<file path="config.mk">
export PLATFORM = sky130hd
export DESIGN_NAME = tt_um_pwm_bank
export DESIGN_NICKNAME = d
export VERILOG_FILES = /design/src/rtl/tt_um_pwm_bank_pkg.sv /design/src/rtl/pwm_channel.sv /design/src/rtl/tt_um_pwm_bank.sv
export SDC_FILE = /design/constraint.sdc
export NUM_CORES = 1
export LEC_CHECK = 0
export CAP_MARGIN = 20
export CORE_ASPECT_RATIO = 2
export CORE_MARGIN = 1.5
export CORE_UTILIZATION = 55
export DETAILED_ROUTE_END_ITERATION = 16
export GPL_ROUTABILITY_DRIVEN = 1
export PLACE_DENSITY_LB_ADDON = 0.12
export RECOVER_POWER = 50
export SLEW_MARGIN = 20
export SYNTH_ARGS = -nofsm -noshare
export SYNTH_HDL_FRONTEND = slang
export SYNTH_HIERARCHICAL = 1
export SYNTH_SLANG_ARGS = --single-unit
</file>
<file path="constraint.sdc">
create_clock -name clk -period 3 [get_ports clk]
set_input_delay 0.3 -clock clk [delete_from_list [all_inputs] [get_ports clk]]
set_output_delay 0.3 -clock clk [all_outputs]
set_load 0.1 [all_outputs]
</file>
<file path="src/rtl/tt_um_pwm_bank_pkg.sv">
// PWM bank shared constants: register map, channel limit, reset values
// and the write-request bundle passed from the host port to the channels.
package tt_um_pwm_bank_pkg;

  localparam int MAX_CH = 6;

  localparam logic [2:0] ADDR_PRESC = 3'd6;
  localparam logic [2:0] ADDR_POL   = 3'd7;

  localparam logic [7:0] PRESC_RST = 8'h00;
  localparam logic [7:0] DUTY_RST  = 8'h00;

  typedef struct packed {
    logic       we;
    logic [2:0] addr;
    logic [7:0] data;
  } wr_t;

endpackage

</file>
<file path="src/rtl/pwm_channel.sv">
// One PWM channel: shadow/active duty pair, compare against the shared
// period counter, and the registered output (optionally inverted).
module pwm_channel
  import tt_um_pwm_bank_pkg::*;
#(
  parameter int CNT_W = 8
) (
  input  logic             clk,
  input  logic             rst_n,
  input  logic             i_en,
  input  logic             i_wr,
  input  logic             i_load,
  input  logic             i_pol,
  input  logic [CNT_W-1:0] i_data,
  input  logic [CNT_W-1:0] i_cnt,
  output logic             o_pwm
);

  logic [CNT_W-1:0] r_shadow;
  logic [CNT_W-1:0] r_active;
  logic             r_pwm;

  // Active loads the pre-write shadow, so a write on the wrap tick
  // lands one period later.
  always_ff @(posedge clk or negedge rst_n) begin
    if (!rst_n) begin
      r_shadow <= DUTY_RST[CNT_W-1:0];
      r_active <= DUTY_RST[CNT_W-1:0];
      r_pwm    <= 1'b0;
    end else begin
      if (i_load) r_active <= r_shadow;
      if (i_wr)   r_shadow <= i_data;
      if (i_en)   r_pwm    <= (i_cnt < r_active) ^ i_pol;
    end
  end

  assign o_pwm = r_pwm;

endmodule

</file>
<file path="src/rtl/tt_um_pwm_bank.sv">
// Multi-channel PWM bank with a strobed host write port and prescaler.
// Define PWM_POLARITY_EN to add the per-channel polarity register at addr 7.
module tt_um_pwm_bank
  import tt_um_pwm_bank_pkg::*;
#(
  parameter int NUM_CH = 4,
  parameter int CNT_W  = 8
) (
  input  logic       clk,
  input  logic       rst_n,
  input  logic       ena,
  input  logic [7:0] ui_in,
  input  logic [7:0] uio_in,
  output logic [7:0] uo_out,
  output logic [7:0] uio_out,
  output logic [7:0] uio_oe
);

  logic [1:0]       r_sync;
  logic             r_sync_d;
  logic [7:0]       r_presc;
  logic [7:0]       r_pcnt;
  logic [CNT_W-1:0] r_cnt;
  logic             r_start;

  wr_t              w_wr;
  logic             w_tick;
  logic             w_wrap;
  logic             w_presc_wr;
  logic [NUM_CH-1:0] w_pol;
  logic [NUM_CH-1:0] w_pwm;
  logic             w_unused;

  always_ff @(posedge clk or negedge rst_n) begin
    if (!rst_n) begin
      r_sync   <= 2'b00;
      r_sync_d <= 1'b0;
    end else begin
      r_sync   <= {r_sync[0], ui_in[7]};
      r_sync_d <= r_sync[1];
    end
  end

  assign w_wr = '{
    we:   ena & r_sync[1] & ~r_sync_d,
    addr: ui_in[6:4],
    data: uio_in
  };

  assign w_tick     = ena & (r_pcnt == r_presc);
  assign w_wrap     = w_tick & (r_cnt == '1);
  assign w_presc_wr = w_wr.we & (w_wr.addr == ADDR_PRESC);

  // A prescaler write restarts the divider from zero.
  always_ff @(posedge clk or negedge rst_n) begin
    if (!rst_n) begin
      r_presc <= PRESC_RST;
      r_pcnt  <= 8'h00;
      r_cnt   <= '0;
      r_start <= 1'b0;
    end else begin
      if (w_presc_wr) r_presc <= w_wr.data;
      if (w_presc_wr)  r_pcnt <= 8'h00;
      else if (w_tick) r_pcnt <= 8'h00;
      else if (ena)    r_pcnt <= r_pcnt + 8'd1;
      if (w_tick) r_cnt   <= r_cnt + 1'b1;
      if (ena)    r_start <= w_wrap;
    end
  end

`ifdef PWM_POLARITY_EN
  logic [NUM_CH-1:0] r_pol;

  always_ff @(posedge clk or negedge rst_n) begin
    if (!rst_n) begin
      r_pol <= '0;
    end else if (w_wr.we && w_wr.addr == ADDR_POL) begin
      r_pol <= w_wr.data[NUM_CH-1:0];
    end
  end

  assign w_pol = r_pol;
`else
  assign w_pol = '0;
`endif

  for (genvar g = 0; g < NUM_CH; g++) begin : g_ch
    pwm_channel #(
      .CNT_W(CNT_W)
    ) u_ch (
      .clk   (clk),
      .rst_n (rst_n),
      .i_en  (ena),
      .i_wr  (w_wr.we & (w_wr.addr == 3'(g))),
      .i_load(w_wrap),
      .i_pol (w_pol[g]),
      .i_data(w_wr.data[CNT_W-1:0]),
      .i_cnt (r_cnt),
      .o_pwm (w_pwm[g])
    );
  end

  always_comb begin
    uo_out             = 8'h00;
    uo_out[NUM_CH-1:0] = w_pwm;
    uo_out[7]          = r_start;
  end

  assign uio_out  = 8'h00;
  assign uio_oe   = 8'h00;
  assign w_unused = ^ui_in[3:0];

endmodule

</file>
==> qor.yml, run 1 <==
clock_latency_ns: 0.34
ys_seq_area_frac: 0.512
dieArea_sq_um: 9130
drcViolationCount: 0
grtUsageMet1: 0.281
vias_per_cell: 5.29
routedWlPerCell_microns: 16.4
synthToLayoutAreaGrowth_pct: 12.0
track_usage: 0.231
grt_overflow: 0
ctsResizeCount: 0
yosys-top-cells-area: "dfrtp_1, mux2_2, ha_1"
grt_pass1_wl_microns: 15000
grt-busiest-layer: "met2"
finalSetupViolations: 0
synth_area_sq_um: 4690
via_count: 2982
layout.nets: 510
synth_most_common_cell: "dfrtp_1"
synth_common_cells: "dfrtp_1, mux2_2, nand2_1, o21ai_0, inv_1"
placementRows: 47
grt_pass1_vias: 3003
min_period_ns: 2.40
drive_gt1_frac: 0.182
cp.arrival_ns: 2.60
rsz0062_at_grt: "no"
vdd_drop_max_v: 0.000479
cp.required_ns: 3.21
place_inst: 548
crit_fanout: 37
timing.final.ws_setup_ns: 0.604
max_freq_mhz: 417
drt-initial-drc-count: 160
path_cells: "xnor2_1, nand4_1, nor4_2, and4_2, buf_4, o21ai_0"
worst-r2r-setup-slack_ns: 0.60
synth_edf_count: 0
max_slew.worst_pin.slew_ns: 1.29
leakagePower_uw: 0.00262
die_w_microns: 68.3
gr-usage-met2: 0.398
worstSetupPathType: "flop to flop"
antenna_left: 0
cp-start-kind: "flop"
cts_setup_buffers: 0
cts_buffers: 9
io_pins: 43
synth_top_area_share: 0.512
dpl.hpwl_microns: 6710
timing.setup.tns_ns: 0
initial_core_util: 0.566
slowest_delay_ns: 0.50
crit_slowest_cell: "and4_2"
yosys_warnings: 6
yosys_most_used_dff: "dfrtp_1"
hold_buffers: 0
slew_headroom: 0.141
stdcell_count: 564
crit_path_end_kind: "flop"
grt_max_degree: 53
core_area_sq_um: 8290
cts_buffer_depth: 2
crit_family: "simple AND/OR/NAND/NOR gates"
clock-skew-final_ns: 0.00793
nFillCells: 693
crit_buf_inv: 1
fin_crit_sh: 0.799
cts_tree: "yes"
ys_ff_latch: 96
syn_inst: 423
drtPass1Iterations: 4
slew_viol_final: 0
root_buffer: "clkbuf_16"
ys_types: 36
finalHoldViolations: 0
diodes: 0
clk_pin_slew_ns: 0.06
ctsHtreeMaxLevel: 3
avgSynthCellArea_sq_um: 11.1
use_met3: 0.0338
status: "completed"
hold_path_class: "input pin to async pin"
synthArstFlopShare: 1.00
cap_violations: 0
powerDensity_nw_per_um2: 648
antenna_found_initial: 0
routed_wl_microns: 9260
yosys.area.top_type: "dfrtp_1"
die_h_microns: 134
cts_sinks: 96
port_buffers: 19
place_ws_ns: 0.478
gp_congestion: 0.730
-- layout by cell type (no fill, tap or decap), types with 2 or more instances in the layout --
| master | Yosys | final |
|---|---|---|
| clkbuf_2 | 0 | 2 |
| dfrtp_1 | 96 | 96 |
| clkinv_4 | 0 | 3 |
| ha_1 | 30 | 30 |
| o21ai_0 | 36 | 36 |
| clkbuf_1 | 4 | 2 |
| xnor2_1 | 15 | 15 |
| clkdlybuf4s50_1 | 0 | 12 |
| o21ai_1 | 4 | 4 |
| nor3b_2 | 4 | 4 |
| nand2_1 | 45 | 45 |
| a2111o_1 | 4 | 4 |
| xor2_1 | 6 | 6 |
| buf_4 | 20 | 13 |
| and3_1 | 4 | 4 |
| a31oi_1 | 4 | 4 |
| mux2_2 | 45 | 45 |
| nor2_1 | 17 | 17 |
| nand4_1 | 11 | 11 |
| a21oi_1 | 8 | 8 |
| conb_1 | 1 | 31 |
| nor3_1 | 6 | 6 |
| nand3_1 | 5 | 5 |
| clkbuf_16 | 0 | 9 |
| inv_1 | 35 | 35 |
| nor2b_1 | 4 | 4 |
-- final timing paths --
path	from	endpoint	depth (start not counted)
worst min-delay path	rst_n	g_ch[2].u_ch/r_shadow[0]$_DFFE_PN0P_	1
worst max-delay path	r_pcnt[0]$_DFFE_PN0P_	g_ch[1].u_ch/r_active[7]$_DFFE_PN0P_	6
max in group asynchronous	rst_n	g_ch[0].u_ch/r_shadow[7]$_DFFE_PN0P_	2
worst max register to register	r_pcnt[0]$_DFFE_PN0P_	g_ch[1].u_ch/r_active[7]$_DFFE_PN0P_	6
min in group clk	r_sync[0]$_DFF_PN0_	r_sync[1]$_DFF_PN0_	0
worst min register to register	r_sync[0]$_DFF_PN0_	r_sync[1]$_DFF_PN0_	0
-- final cells by class --
type / instances / area (sq um) / area share
clock buffers: 11 / 243 / 0.0462
inverters: 35 / 131 / 0.0250
flip-flops and latches: 96 / 2400 / 0.457
clock inverters: 5 / 65.1 / 0.0124
well taps: 98 / 123 / 0.0233
repair buffers: 29 / 241 / 0.0459
multi-input cells: 290 / 2050 / 0.390
-- metrics by stage --
stage	util	instance area, sq um	power, uW	hold slack, ns
6_report	0.634	5260	3410	0.238
5_1_grt	0.634	5260	3570	0.367
4_1_cts	0.635	5270	3440	0.0157
3_5_place_dp	0.598	4960	2270	0.341
3_3_place_gp	0.598	4960	2240	0.344
2_1_floorplan	-	4800	2100	0.00441
-- cell families after synthesis --
group / count (synthesis) / share of synthesized area
AND/OR/NAND/NOR: 104 / 0.112
flip-flops: 96 / 0.512
multiplexers: 46 / 0.111
other: 1 / 0.000799
adder cells (fa/ha/maj): 30 / 0.0800
XOR/XNOR: 21 / 0.0392
buffers and inverters: 67 / 0.0749
AO/OA/AOI/OAI: 58 / 0.0696
-- where the power goes --
group	internal (uW)	switching (uW)
sequential	1460	172
clock	677	492
combinational	246	355
-- registers in the layout, summed over array words and instances (netlist names) --
name,count
g_ch.u_ch/r_active,32
g_ch.u_ch/r_shadow,32
r_cnt,8
r_pcnt,8
r_presc,8
g_ch.u_ch/o_pwm,4
r_sync,2
r_start,1
r_sync_d,1
-- metal layers --
layer	share of wire	routed length, microns
met5	0	0
met4	0.025	231
met3	0.021	191
met2	0.56	5140
met1	0.40	3700
No activity file was read; power rests on OpenSTA's default activity.
==> run 2, diff against run 1 <==
--- a/config.mk
+++ b/config.mk
@@ -8,7 +8,7 @@
 export CAP_MARGIN = 20
 export CORE_ASPECT_RATIO = 2
 export CORE_MARGIN = 1.5
-export CORE_UTILIZATION = 55
+export CORE_UTILIZATION = 52
 export DETAILED_ROUTE_END_ITERATION = 16
 export GPL_ROUTABILITY_DRIVEN = 1
 export PLACE_DENSITY_LB_ADDON = 0.12
==> constraint.sdc (replaced) <==
create_clock -name clk -period 2 [get_ports clk]
set_input_delay 0.2 -clock clk [delete_from_list [all_inputs] [get_ports clk]]
set_output_delay 0.2 -clock clk [all_outputs]
set_load 0.1 [all_outputs]
==> run 2 against run 1 <==
Effect of this change:
- sequential cell count stayed put
- largest cell class unchanged
- wire length grew 2.8%
- sequential power grew 46%
- clock power increased by 66%
- highest routed layer unchanged
==> qor.yml, run 2 (synthesis results as in run 1) <==
cts_sinks: 96
p_sw_frac: 0.285
fin_crit_sh: 0.931
worstSetupPathType: "flop to flop"
antenna_left: 0
dieArea_sq_um: 9640
grt-busiest-layer: "met2"
antenna_found_initial: 0
drcViolationCount: 0
whs_endpoint: "r_sync[1]$_DFF_PN0_"
via_count: 3066
cts_tree: "yes"
r2r-end: "g_ch[0].u_ch/r_active[0]$_DFFE_PN0P_"
gp_congestion: 0.772
grt_pass1_wl_microns: 15900
clock_latency_ns: 0.34
cap_violations: 0
finalHoldViolations: 0
switching_power_uw: 1540
routed_wl_microns: 9510
slew_viol_final: 0
cts_buffers: 9
crit_path_end_kind: "flop"
powerDensity_nw_per_um2: 994
timing.final.ws_setup_ns: 0.138
gr-usage-met2: 0.407
pwr-share-comb: 0.194
whs_ns: 0.363
min_period_ns: 1.86
p_int_uw: 3850
status: "completed"
track_usage: 0.220
clock-skew-final_ns: 0.00520
vias_per_cell: 5.30
drive_gt1_frac: 0.205
drt-initial-drc-count: 183
leakagePower_uw: 0.00270
seqPwrFrac: 0.445
stdcell_count: 578
largestRegisters: "g_ch.u_ch/r_active (32), g_ch.u_ch/r_shadow (32)"
routedWlPerCell_microns: 16.5
crit_fanout: 7
finalSetupViolations: 0
max_freq_mhz: 537
initial_core_util: 0.539
layout.nets: 522
diodes: 0
ff2ff_path_depth: 5
min_path_cells: 0
die_w_microns: 70.2
place_inst: 561
layout_common_cells: "dfrtp_1, nand2_1, mux2_2"
p_clk_frac: 0.361
use_met3: 0.0432
drtPass1Iterations: 5
port_buffers: 19
grt_max_degree: 67
root_buffer: "clkbuf_16"
die_h_microns: 137
cts_setup_buffers: 0
place_ws_ns: -0.149
core_area_sq_um: 8710
worst-r2r-setup-slack_ns: 0.14
final_common_cell: "dfrtp_1"
slew_headroom: 0.494
io_pins: 43
grtUsageMet1: 0.242
dpl.hpwl_microns: 7100
cp-start-kind: "flop"
nFillCells: 711
rsz0062_at_grt: "no"
cp.arrival_ns: 2.08
clk_pin_slew_ns: 0.06
synthToLayoutAreaGrowth_pct: 15.4
vdd_drop_max_v: 0.000656
grt_pass1_vias: 3301
cp.required_ns: 2.22
grt_overflow: 0
hold_path_class: "flop to flop"
hp-start: "r_sync[0]$_DFF_PN0_"
max_slew.worst_pin.slew_ns: 0.760
placementRows: 48
cts_buffer_depth: 2
r2r-start: "r_presc[4]$_DFFE_PN0P_"
ctsHtreeMaxLevel: 3
[run 2: power by group through the flow]
stage / clock [uW] / sequential (uW) / combinational, uW
CTS: 1980 / 2400 / 1060
global route: 2050 / 2440 / 1150
finish: 1940 / 2400 / 1040
floorplan: 0 / 2470 / 676
detailed placement: 0 / 2440 / 1060
global placement: 0 / 2430 / 1030
[run 2: layer usage]
metal / up-vias / wire [microns]
met1: 1508 / 3720
met2: 56 / 5330
li1: 1488 / -
met5: - / 0
met3: 14 / 201
met4: 0 / 266
[run 2: what timing repair did]
action,4_1_cts,5_1_grt
hold endpoints to repair,30,0
hold buffers,1,0
endpoints found under the setup margin,0,21
resized for setup,0,2
[run 2: worst max path at each step]
stage,start,to,slack [ns],depth (start not counted)
floorplan,r_pcnt[3]$_DFFE_PN0P_,g_ch[0].u_ch/r_active[1]$_DFFE_PN0P_,0.07,6
global placement,ena,g_ch[0].u_ch/r_active[3]$_DFFE_PN0P_,-0.11,6
detailed placement,ena,g_ch[2].u_ch/r_active[2]$_DFFE_PN0P_,-0.15,7
CTS,r_presc[4]$_DFFE_PN0P_,g_ch[2].u_ch/r_active[2]$_DFFE_PN0P_,0.05,7
global route,r_presc[4]$_DFFE_PN0P_,g_ch[0].u_ch/r_active[3]$_DFFE_PN0P_,0.02,7
finish,r_presc[4]$_DFFE_PN0P_,g_ch[0].u_ch/r_active[0]$_DFFE_PN0P_,0.14,5
[run 2: stage by stage]
stage	power [uW]	util	setup TNS (ns)	cell area (sq um)
floorplan	3140	-	0	4800
global placement	3460	0.582	-4.61	5070
global route	5630	0.622	0	5420
CTS	5440	0.623	0	5420
finish	5380	0.622	0	5420
detailed placement	3490	0.582	-4.75	5070
[run 2: area by class of cell]
class                   instances  area (sq um)  area share
multi-input cells             290          2050       0.379
clock inverters                 7           119      0.0220
repair buffers                 41           360      0.0665
clock buffers                   9           225      0.0416
flip-flops and latches         96          2400       0.444
well taps                     100           125      0.0231
inverters                      35           131      0.0243
[run 2: worst max-delay path, cell delays in order, from the launching register on]
cell	delay [ns]
dfrtp_1	0.41
xnor2_1	0.21
nand3_1	0.14
nor4_2	0.28
and4_4	0.35
mux2_2	0.35
==> run 3, diff against run 2 <==
--- a/config.mk
+++ b/config.mk
@@ -9,6 +9,7 @@
 export CORE_ASPECT_RATIO = 2
 export CORE_MARGIN = 1.5
 export CORE_UTILIZATION = 52
+export CTS_CLUSTER_SIZE = 16
 export DETAILED_ROUTE_END_ITERATION = 16
 export GPL_ROUTABILITY_DRIVEN = 1
 export PLACE_DENSITY_LB_ADDON = 0.12
==> results of run 3 <==
No change in the layout: final DEF, timing and power equal those of run 2.
